**config.mk**
```make
export PLATFORM = sky130hd
export DESIGN_NAME = fetch1_rs1_arb
export DESIGN_NICKNAME = d
export VERILOG_FILES = /design/src/rtl/fetch1_rs1_arb_pkg.sv /design/src/rtl/fetch1_rs1_arb_prio_enc_first.sv /design/src/rtl/fetch1_rs1_arb.sv
export SDC_FILE = /design/constraint.sdc
export NUM_CORES = 1
export LEC_CHECK = 0
export BUFFER_PORTS_ARGS = -buffer_cell sky130_fd_sc_hd__buf_4
export CAP_MARGIN = 20
export CORE_MARGIN = 2
export CORE_UTILIZATION = 30
export DETAILED_ROUTE_END_ITERATION = 10
export GPL_TIMING_DRIVEN = 0
export SYNTH_ARGS = -nofsm -noshare
export SYNTH_HDL_FRONTEND = slang
export SYNTH_SLANG_ARGS = --single-unit
```
**constraint.sdc**
```tcl
create_clock -name clk_i -period 2.55 [get_ports clk_i]
set_input_delay 0 -clock clk_i [delete_from_list [all_inputs] [get_ports clk_i]]
set_output_delay 0 -clock clk_i [all_outputs]
set_load 0.02 [all_outputs]
```
**src/rtl/fetch1_rs1_arb_pkg.sv**
```systemverilog
// Shared fetch definitions: rs1 arbiter state encoding, RAS/branch type codes and
// architectural width constants.
package fetch1_rs1_arb_pkg;

  localparam int unsigned XLEN     = 64;
  localparam int unsigned REGIDX_W = 5;

  // rs1 arbiter sequencing states
  typedef enum logic [1:0] {
    StIdle,
    StReq,
    StWait,
    StDone
  } rs1_state_e;

  // Return-address-stack action codes
  localparam int unsigned RAS_DEPTH   = 8;
  localparam logic [1:0]  RAS_NONE    = 2'd0;
  localparam logic [1:0]  RAS_PUSH    = 2'd1;
  localparam logic [1:0]  RAS_POP     = 2'd2;
  localparam logic [1:0]  RAS_POPPUSH = 2'd3;

  // Branch decoder classification codes
  localparam logic [1:0] BR_NONE = 2'd0;
  localparam logic [1:0] BR_COND = 2'd1;
  localparam logic [1:0] BR_JAL  = 2'd2;
  localparam logic [1:0] BR_JALR = 2'd3;

  // x1 and x5 are the link registers that drive RAS push/pop hints
  function automatic logic is_link_reg(logic [REGIDX_W-1:0] idx);
    return (idx == 5'd1) || (idx == 5'd5);
  endfunction

endpackage

```
**src/rtl/fetch1_rs1_arb_prio_enc_first.sv**
```systemverilog
// Lowest-set-bit priority encoder; also used by fetch bundle-termination logic.
module prio_enc_first #(
  parameter int unsigned Width = 8,
  parameter int unsigned IdxW  = (Width > 1) ? $clog2(Width) : 1
) (
  input  logic [Width-1:0] req_i,
  output logic [IdxW-1:0]  idx_o,
  output logic             found_o
);

  // Scan upward; the first set bit wins
  always_comb begin
    idx_o   = '0;
    found_o = 1'b0;
    for (int i = 0; i < Width; i++) begin
      if (req_i[i] && !found_o) begin
        found_o = 1'b1;
        idx_o   = IdxW'(i);
      end
    end
  end

endmodule

```
**src/rtl/fetch1_rs1_arb.sv**
```systemverilog
// Fetch-1 scheduler for the shared integer RF read port used by JALR targets.
// Optional write-back bypass enabled by defining RS1_WB_BYPASS_EN.
module fetch1_rs1_arb
  import fetch1_rs1_arb_pkg::*;
#(
  parameter int unsigned NWAY     = 8,
  parameter int unsigned RD_LAT   = 1,
  parameter int unsigned MAX_WAIT = 16
) (
  input  logic                     clk_i,
  input  logic                     rstn_i,
  input  logic                     fetch_vld_i,
  input  logic                     flush_i,
  input  logic [NWAY-1:0]          way_req_i,
  input  logic [NWAY*REGIDX_W-1:0] way_idx_i,
  output logic                     rf_rd_req_o,
  output logic [REGIDX_W-1:0]      rf_rd_idx_o,
  input  logic                     rf_rd_gnt_i,
  input  logic [XLEN-1:0]          rf_rd_data_i,
`ifdef RS1_WB_BYPASS_EN
  input  logic                     wb_vld_i,
  input  logic [REGIDX_W-1:0]      wb_idx_i,
  input  logic [XLEN-1:0]          wb_data_i,
`endif
  output logic [NWAY-1:0]          rs1_vld_o,
  output logic [XLEN-1:0]          rs1_data_o,
  output logic                     rs1_fail_o,
  output logic                     f1_stall_o
);

  localparam int unsigned SelW    = (NWAY > 1) ? $clog2(NWAY) : 1;
  localparam logic [1:0]  LatInit = 2'(RD_LAT - 1);
  localparam logic [7:0]  WaitMax = 8'(MAX_WAIT - 1);

  rs1_state_e          state_q, state_d;
  logic [SelW-1:0]     sel_q, sel_d;
  logic [REGIDX_W-1:0] idx_q, idx_d;
  logic [7:0]          wait_cnt_q, wait_cnt_d;
  logic [1:0]          lat_cnt_q, lat_cnt_d;
  logic [XLEN-1:0]     data_q, data_d;
  logic                fail_q, fail_d;
  logic                req_q, req_d;

  logic [SelW-1:0]     enc_idx;
  logic                enc_found;
  logic [REGIDX_W-1:0] new_idx;
  logic                wb_hit_new, wb_hit_cur;
  logic [XLEN-1:0]     wb_data;

  prio_enc_first #(
    .Width (NWAY),
    .IdxW  (SelW)
  ) u_prio_enc_first (
    .req_i   (way_req_i),
    .idx_o   (enc_idx),
    .found_o (enc_found)
  );

  assign new_idx = way_idx_i[enc_idx*REGIDX_W +: REGIDX_W];

`ifdef RS1_WB_BYPASS_EN
  assign wb_hit_new = wb_vld_i && (wb_idx_i == new_idx);
  assign wb_hit_cur = wb_vld_i && (wb_idx_i == idx_q);
  assign wb_data    = wb_data_i;
`else
  assign wb_hit_new = 1'b0;
  assign wb_hit_cur = 1'b0;
  assign wb_data    = '0;
`endif

  // Next-state sequencing; flush overrides everything at the end
  always_comb begin
    state_d    = state_q;
    sel_d      = sel_q;
    idx_d      = idx_q;
    wait_cnt_d = wait_cnt_q;
    lat_cnt_d  = lat_cnt_q;
    data_d     = data_q;
    fail_d     = fail_q;
    case (state_q)
      StIdle: begin
        wait_cnt_d = '0;
        lat_cnt_d  = '0;
        fail_d     = 1'b0;
        if (fetch_vld_i && enc_found) begin
          sel_d = enc_idx;
          idx_d = new_idx;
          if (new_idx == '0) begin
            // x0 reads as zero; no port access needed
            data_d  = '0;
            state_d = StDone;
          end else if (wb_hit_new) begin
            data_d  = wb_data;
            state_d = StDone;
          end else begin
            state_d = StReq;
          end
        end
      end
      StReq: begin
        if (wb_hit_cur) begin
          data_d  = wb_data;
          state_d = StDone;
        end else if (rf_rd_gnt_i) begin
          // Grant beats a coincident timeout
          lat_cnt_d = LatInit;
          state_d   = StWait;
        end else if (wait_cnt_q == WaitMax) begin
          fail_d  = 1'b1;
          state_d = StDone;
        end else begin
          wait_cnt_d = wait_cnt_q + 8'd1;
        end
      end
      StWait: begin
        if (wb_hit_cur) begin
          data_d  = wb_data;
          state_d = StDone;
        end else if (lat_cnt_q == '0) begin
          data_d  = rf_rd_data_i;
          state_d = StDone;
        end else begin
          lat_cnt_d = lat_cnt_q - 2'd1;
        end
      end
      StDone: begin
        wait_cnt_d = '0;
        state_d    = StIdle;
      end
      default: state_d = StIdle;
    endcase
    if (flush_i) begin
      state_d    = StIdle;
      wait_cnt_d = '0;
      lat_cnt_d  = '0;
      fail_d     = 1'b0;
    end
  end

  // Port request is registered so it is glitch-free while waiting for grant
  assign req_d = (state_d == StReq);

  // State and datapath registers
  always_ff @(posedge clk_i or negedge rstn_i) begin
    if (!rstn_i) begin
      state_q    <= StIdle;
      sel_q      <= '0;
      idx_q      <= '0;
      wait_cnt_q <= '0;
      lat_cnt_q  <= '0;
      data_q     <= '0;
      fail_q     <= 1'b0;
      req_q      <= 1'b0;
    end else begin
      state_q    <= state_d;
      sel_q      <= sel_d;
      idx_q      <= idx_d;
      wait_cnt_q <= wait_cnt_d;
      lat_cnt_q  <= lat_cnt_d;
      data_q     <= data_d;
      fail_q     <= fail_d;
      req_q      <= req_d;
    end
  end

  // Result qualification toward the ways
  always_comb begin
    rs1_vld_o = '0;
    if (state_q == StDone && !fail_q) begin
      rs1_vld_o[sel_q] = 1'b1;
    end
  end

  assign rf_rd_req_o = req_q;
  assign rf_rd_idx_o = idx_q;
  assign rs1_data_o  = data_q;
  assign rs1_fail_o  = (state_q == StDone) && fail_q;
  assign f1_stall_o  = ((state_q == StIdle) && fetch_vld_i && (|way_req_i)) ||
                       (state_q == StReq) || (state_q == StWait);

endmodule
```
==> out/metrics.cfg, run 1 <==
[status]
outcome=completed

[power]
clock_power_share_pct=23.1
intPower_w=0.00395
powerDensity_nw_per_um2=751
irDropWorstVdd_uv=419
switching_share_pct=36.7
leakage_nw=3.63
netSwitchingPower_w=0.00229
pwr-share-comb_pct=43.0
pwr-share-seq_pct=33.9

[yosys]
synth_ff_type=dfrtp_1
yosys.area.top_type=dfrtp_1
synth_edf_count=0
synth_cells=583
ys_seq_area_share_pct=38.9
yosys-top-cells-count=131 x nor2b_1, 86 x dfrtp_1, 74 x a21oi_1
synth_fp_nets=707
ys_seq_elements=86
synth_area_per_cell_um2=9.50
synth_area_um2=5540
synth.top_cell.area_share_pct=38.9
yosysWarnings=0
ys_types=46
synthTopCellsByArea=dfrtp_1 39%, nor2b_1 15%, a221o_1 12%, a21oi_1 6.7%, mux2i_1 5.6%
async_flop_share_pct=100
yosysMostFrequentCell=nor2b_1

[finish]
fin_cells=1090
fin_nets=980
layout-drive-gt1-share_pct=28.1
insertedDiodeCount=0
area_delta_synth_final_pct=49.8

[routing]
drtAntennaViolNets=0
drt-vias-per-instance=5.08
drt-initial-drc-count=339
wirelength_um=17800
routedWlPerCell_um=16.4
dr.pass1.iters=5
vias=5536
drc_errors=0

[timing]
clock.fmax_mhz=444
period_minus_slack_ns=2.25
worst_slew_pin_slew_ns=0.601
rsz0062_at_grt=no
fin_skew_ns=0.00786
final_hold_viol_count=0
hold_ws_ns=0.0642
worst_slack_ns=0.297
fin_crit_sh_pct=88.4
setup_viol=0
maxSlewHeadroom_pct=59.5
drv_slew=0
tns_ns=0

[grt]
grt_pass1_vias=5511
grt_pass1_wl_um=28600
track_usage_pct=17.9
antenna_found_initial=0
grt.overflow.total=0
grt_max_degree=50

[clock_network]
path_clk_slew_ns=0.07
cts_made_buffers=9
clock_path_buffers=2
cts-root-buf=clkbuf_16
h-tree-depth=3
cts_tree=done
postCtsSetupBuffers=0
insertion_delay_ns=0.35
cts.sinks=86

[critical_path]
r2r-start=lat_cnt_q[0]
cp_max_fo=10
cp-end-kind=flip-flop
cp_cell_sequence=inv_1, ha_1, clkbuf_1, clkbuf_1, nor2b_1, a21oi_1, nor2b_1, a221o_1
required_ns=2.78
startpoint_type=flip-flop
crit_path_start=lat_cnt_q[0]
reg2reg_slack_ns=0.30
cp.arrival_ns=2.49
cpMaxStageDelayCell=clkbuf_1
critPathKind=flip-flop to flip-flop
max_stage_delay_ns=0.44

[die]
coreArea_um2=18000
std_cell_rows=49
dieArea_um2=19600
start_util_pct=30.7
ios=197
fp.dieH_um=140
die_w_um=140

[min_path]
hold_path.startpoint=flush_i
min_path_type=input pin to flip-flop

[place]
port_buffers=195
dpl.hpwl_um=12700
place_ws_ns=0.113
dp.cells=1008
gp_congestion=0.788

[job]
maxCapViolCount=0

==> metrics by stage <==
step | util, % | power, W | instance area, um^2
CTS | 46.0 | 0.00629 | 8300
global route | 46.0 | 0.00657 | 8300
finish | 46.0 | 0.00623 | 8300
global placement | 40.4 | 0.00470 | 7290
floorplan | - | 0.00355 | 5540
detailed placement | 40.6 | 0.00474 | 7320
==> layout make-up <==
class,count,area [um^2]
tap,229,287
timing repair buffer,262,2150
inverter,10,37.5
fill,1754,9730
buffer,42,274
clock inverter,3,40.0
sequential,86,2150
multi-input combinational,445,3080
clock buffer,13,280
==> registers in the layout, indices dropped and copies added (netlist names) <==
signal       count
rs1_data_o      64
lat_cnt_q        2
wait_cnt_q       8
sel_q            3
rf_rd_req_o      1
rf_rd_idx_o      5
state_q          2
fail_q           1
==> repair_timing <==
item | in CTS | in global routing
endpoints found under the hold margin | 102 | 0
hold buffers | 66 | 0
endpoints found under the setup margin | 0 | 15
gates resized for setup | 0 | 2
==> critical path, delay by kind of cell, from the launching register on <==
| kind | cells | cell delay, ns |
|---|---|---|
| buf+inv | 3 | 0.95 |
| compound gates | 2 | 0.41 |
| flops | 1 | 0.37 |
| simple gates | 2 | 0.17 |
| fa+ha+maj | 1 | 0.21 |
==> worst paths after layout <==
check	endpoint	cells after the start
worst min-delay path	wait_cnt_q[2]	2
min in group asynchronous	rs1_data_o[0]	2
worst max-delay path	rs1_data_o[60]	8
worst max register to register	rs1_data_o[60]	8
max in group asynchronous	rs1_data_o[35]	3
worst min register to register	rf_rd_idx_o[4]	2
==> kinds of logic (layout without fill, tap and decap cells) <==
logic type,after synthesis,count (layout),share of synthesized area (%)
xor gates and xnor gates,5,5,0.791
DFF,86,86,38.9
adders and majority gates,7,7,1.58
AOI/OAI and AO/OA,175,175,23.6
muxes,33,33,6.01
buffers and inverters,52,330,5.60
and+or+nand+nor,225,225,23.6
==> cell usage in the layout, fill, tap and decap left out, types with 7 or more instances in the layout <==
cell	netlist	final
buf_4	0	195
ha_1	7	7
nand3_1	7	7
inv_1	9	9
nor2_1	26	26
clkbuf_16	0	9
clkbuf_1	23	22
dlygate4sd3_1	0	66
nor2b_1	131	131
o21ai_0	19	19
nand2_1	24	24
buf_6	15	15
mux2i_1	31	31
dfrtp_1	86	86
a221o_1	64	64
nor4_1	11	11
a21oi_1	74	74
==> power by group through the flow <==
stage               registers (W)  clock network [W]  logic, W
floorplan                 0.00254                  0   0.00101
global placement          0.00211                  0   0.00259
detailed placement        0.00212                  0   0.00262
CTS                       0.00211            0.00148   0.00270
global route              0.00217            0.00153   0.00287
finish                    0.00211            0.00144   0.00268
==> layer usage <==
layer  global-route usage [%]  part of all wire [%]  vias up
li1                         -                     -     2691
met1                     23.8                    46     2625
met2                     28.5                    45      194
met3                     4.09                   6.4       26
met4                     6.32                   2.1        0
met5                        0                     0        -
Power figures use the tool's default switching activity.
==> inputs of run 2 (changes only) <==
Settings changed: CTS_BUF_LIST set to sky130_fd_sc_hd__clkbuf_4 sky130_fd_sc_hd__clkbuf_8, PLACE_DENSITY set to 0.57.
==> run 2 against run 1 <==
Compared with the run above:
- flip-flop and latch count did not move
- clock power fell by 39%
- maximum frequency fell by 3.1%
- die area did not move
- sequential power barely moved
- critical path type unchanged
- largest cell class unchanged
==> out/metrics.cfg, run 2 (same netlist as run 1, synthesis figures left out) <==
[critical_path]
cp-end-kind=flip-flop
cpMaxStageDelayCell=clkbuf_1
max_stage_delay_ns=0.48
cp_cell_sequence=inv_1, ha_1, nor2b_1, clkbuf_1, clkbuf_1, a21oi_1, nor2b_1, a221o_1
required_ns=2.86
startpoint_type=flip-flop
cp.arrival_ns=2.63
cp_max_fo=10
critPathKind=flip-flop to flip-flop

[routing]
vias=5451
drtAntennaViolNets=0
wirelength_um=17700
drt-initial-drc-count=305
dr.pass1.iters=4
routedWlPerCell_um=16.2
drc_errors=0
drt-vias-per-instance=5.01

[power]
leakage_nw=3.55
power_w=0.00566
irDropWorstVdd_uv=423
powerDensity_nw_per_um2=696

[place]
dpl.hpwl_um=12400
placed_area_um2=7320
port_buffers=195
gp_congestion=0.809

[die]
coreArea_um2=18000
die_w_um=140
fp.dieH_um=140
dieArea_um2=19600
std_cell_rows=49
ios=197
start_util_pct=30.7

[timing]
rsz0062_at_grt=no
final_hold_viol_count=0
maxSlewHeadroom_pct=56.6
setup_viol=0
fin_skew_ns=0.00796
worst_slew_pin_slew_ns=0.651
clock.fmax_mhz=430
period_minus_slack_ns=2.32
fin_crit_sh_pct=91.2
drv_slew=0
hold_ws_ns=0.0402
tns_ns=0

[clock_network]
path_clk_slew_ns=0.09
insertion_delay_ns=0.36
cts_made_buffers=9
cts-root-buf=clkbuf_8
postCtsSetupBuffers=0
h-tree-depth=3
clock_path_buffers=2
cts.sinks=86
cts_tree=done

[job]
maxCapViolCount=0

[min_path]
min_path_type=input pin to flip-flop

[finish]
area_delta_synth_final_pct=46.9
largest_register_ff_count=64
final_cell_mix=195 x buf_4, 131 x nor2b_1, 86 x dfrtp_1
layout-drive-gt1-share_pct=28.0
final_area_um2=8140
insertedDiodeCount=0
mostFrequentLayoutCell=buf_4
utilization_pct=45.1
fin_nets=980

[grt]
grt_max_degree=56
track_usage_pct=17.5
grt_pass1_vias=5309
antenna_found_initial=0
grt_pass1_wl_um=27900
grt.overflow.total=0

[status]
outcome=completed

## run 2: cell types whose count changed in the layout (fill, tap and decap cells not counted), sizes merged
cell	previous run	this run
clkbuf	36	33
clkinv	2	4
bufinv	1	0
clkinvlp	0	1
## run 2: area by class of cell
class / count / area (um^2)
Clock inverter: 5 / 27.5
Timing Repair Buffer: 262 / 2150
Clock buffer: 10 / 131
Fill cell: 1749 / 9890
Sequential cell: 86 / 2150
Buffer: 42 / 274
Tap cell: 229 / 287
Inverter: 10 / 37.5
Multi-Input combinational cell: 445 / 3080
## run 2: worst paths after layout
check / from / endpoint / slack (ns) / cells past startpoint
worst min register to register: rf_rd_idx_o[4] / rf_rd_idx_o[4] / 0.50 / 2
max in group asynchronous: rstn_i / rs1_data_o[40] / 1.78 / 3
worst max register to register: state_q[0] / rs1_data_o[39] / 0.23 / 8
min in group asynchronous: rstn_i / rs1_data_o[61] / 0.12 / 2
worst min-delay path: flush_i / wait_cnt_q[1] / 0.04 / 2
worst max-delay path: state_q[0] / rs1_data_o[39] / 0.23 / 8
## run 2: power breakdown
group | leakage, nW | total [W] | internal (W) | switching (W)
Clock | 0.0851 | 0.000878 | 0.000354 | 0.000524
Sequential | 1.14 | 0.00211 | 0.00177 | 0.000340
Combinational | 2.32 | 0.00267 | 0.00131 | 0.00136
Total | 3.55 | 0.00566 | 0.00343 | 0.00223
## run 2: per-stage QoR
stage	cells	setup WS (ns)
finish	1089	0.226
global route	1089	0.00438
CTS	1089	0.193
detailed placement	1008	0.110
global placement	1007	0.110
floorplan	583	0.495
## run 2: repair_timing
action / 4_1_cts / 5_1_grt
endpoints found under the hold margin: 112 / 0
hold buffers: 66 / 0
resized for setup: 0 / 2
setup endpoints to repair: 0 / 7
## run 2: worst max-delay path, delay by kind of cell, from the launching register on
family	cells	cell delay, ns
adder cells (fa/ha/maj)	1	0.29
AO/OA/AOI/OAI	2	0.25
AND/OR/NAND/NOR	2	0.27
buffers and inverters	3	1.01
flip-flops	1	0.44
## run 2: per-layer routing
metal  global-route usage [%]  vias up  wire length [um]
met5                        0        -                 0
met4                     4.58        0               206
met3                     4.61       17              1150
met2                     27.9      189              7950
met1                     23.7     2559              8370
li1                         -     2686                 -
==> inputs of run 3 (changes only) <==
Clock period 2.55 ns to 2.4 ns, I/O delays scaled along.
==> run 3 against run 2 <==
Compared with the run above:
- final area is essentially flat
- critical path depth decreased by 1
- critical endpoint is now rs1_data_o[18]
- routed wire length up 0.11%
==> out/metrics.cfg, run 3 (same netlist as run 1, synthesis figures left out) <==
[clock_network]
clock_path_buffers=2
insertion_delay_ns=0.37
cts_tree=done
cts-root-buf=clkbuf_8
path_clk_slew_ns=0.09
cts_made_buffers=9
cts.sinks=86
h-tree-depth=3

[die]
std_cell_rows=49
ios=197
coreArea_um2=18000
dieArea_um2=19600
die_w_um=140
fp.dieH_um=140
start_util_pct=30.7

[critical_path]
cp_max_fo=10
critPathKind=flip-flop to flip-flop
startpoint_type=flip-flop
required_ns=2.65
cp.arrival_ns=2.48
rr_worst_depth=7
worstReg2RegEnd=rs1_data_o[18]
cp-end-kind=flip-flop
reg2reg_slack_ns=0.17
r2r-start=state_q[0]

[grt]
grt.overflow.total=0
grt_max_degree=56
track_usage_pct=17.5
grt_pass1_wl_um=27900
grt_pass1_vias=5309
antenna_found_initial=0

[finish]
multi_input_area_um2=3080
final_cell_mix=195 x buf_4, 131 x nor2b_1, 86 x dfrtp_1
fin_nets=980
layout-drive-gt1-share_pct=28.5
utilization_pct=45.2
area_delta_synth_final_pct=47.1
mostFrequentLayoutCell=buf_4
largest_register_ff_count=64
insertedDiodeCount=0
n_fill_cell=1750
fin_cells=1089
seq_area_um2=2150

[timing]
final_hold_viol_count=0
worst_slack_ns=0.173
worst_slew_pin_slew_ns=0.566
fin_crit_sh_pct=92.8
maxSlewHeadroom_pct=62.3
setup_viol=0
period_minus_slack_ns=2.23
clock.fmax_mhz=449
hold_ws_ns=0.0397
fin_skew_ns=0.00814
rsz0062_at_grt=yes
drv_slew=0

[min_path]
hold-path-endpoint=wait_cnt_q[1]
hold_path.startpoint=flush_i
holdPathStages=2
min_path_type=input pin to flip-flop

[power]
leakage_nw=3.56
powerDensity_nw_per_um2=739
power_w=0.00602
irDropWorstVdd_uv=449

[routing]
drt-initial-drc-count=313
routedWlPerCell_um=16.3
wirelength_um=17700
vias=5431
drt-vias-per-instance=4.99
dr.pass1.iters=4
drtAntennaViolNets=0
drc_errors=0

[status]
outcome=completed

[place]
place_ws_ns=-0.0402
dpl.hpwl_um=12400
port_buffers=195
gp_congestion=0.809
dp.cells=1008

[job]
maxCapViolCount=0

[run 3: how the worst max path moves through the flow]
stage / slack (ns) / startpoint / depth (start not counted) / end
floorplan: 0.34 / way_req_i[4] / 8 / rs1_data_o[0]
global placement: -0.04 / way_req_i[4] / 9 / rs1_data_o[54]
detailed placement: -0.04 / way_req_i[4] / 9 / rs1_data_o[51]
CTS: 0.04 / state_q[0] / 8 / rs1_data_o[53]
global route: -0.007 / state_q[0] / 6 / rs1_data_o[27]
finish: 0.17 / state_q[0] / 7 / rs1_data_o[18]
[run 3: layout make-up]
type | instances | area share (%)
multi-input cells | 445 | 37.8
flip-flops and latches | 86 | 26.4
repair buffers | 262 | 26.4
well taps | 229 | 3.52
plain buffers | 42 | 3.41
clock buffers | 10 | 1.61
inverters | 10 | 0.461
clock inverters | 5 | 0.338
[run 3: per-stage QoR]
step | instance area, um^2 | TNS (ns)
floorplan | 5540 | 0
global placement | 7290 | -1.37
detailed placement | 7320 | -1.56
CTS | 8140 | 0
global route | 8150 | -0.00673
finish | 8150 | 0
[run 3: metal layers]
metal / part of all wire, % / vias to the layer above / routed length [um] / global-route usage (%)
met3: 6.5 / 17 / 1150 / 4.61
met4: 1.2 / 0 / 210 / 4.58
met2: 45 / 179 / 7970 / 27.9
met1: 47 / 2549 / 8370 / 23.7
met5: 0 / - / 0 / 0
li1: - / 2686 / - / -
[run 3: critical path: stages (launching register included)]
cell and delay, ns:
dfrtp_1 0.44, inv_1 0.13, ha_1 0.29, nand2_1 0.27, o31a_1 0.38, buf_6 0.16, buf_6 0.15, a221o_1 0.30
[run 3: power by group]
group,total (W),switching [W],internal (W),leakage [nW]
registers,0.00224,0.000362,0.00188,1.14
clock network,0.000933,0.000557,0.000376,0.0851
logic,0.00285,0.00145,0.00140,2.33
[run 3: timing repair]
item                                   4_1_cts  5_1_grt
setup endpoints to repair                    0       65
endpoints found under the hold margin      112        0
hold buffers                                66        0
resized for setup                            0       10
buffers inserted                             0        0
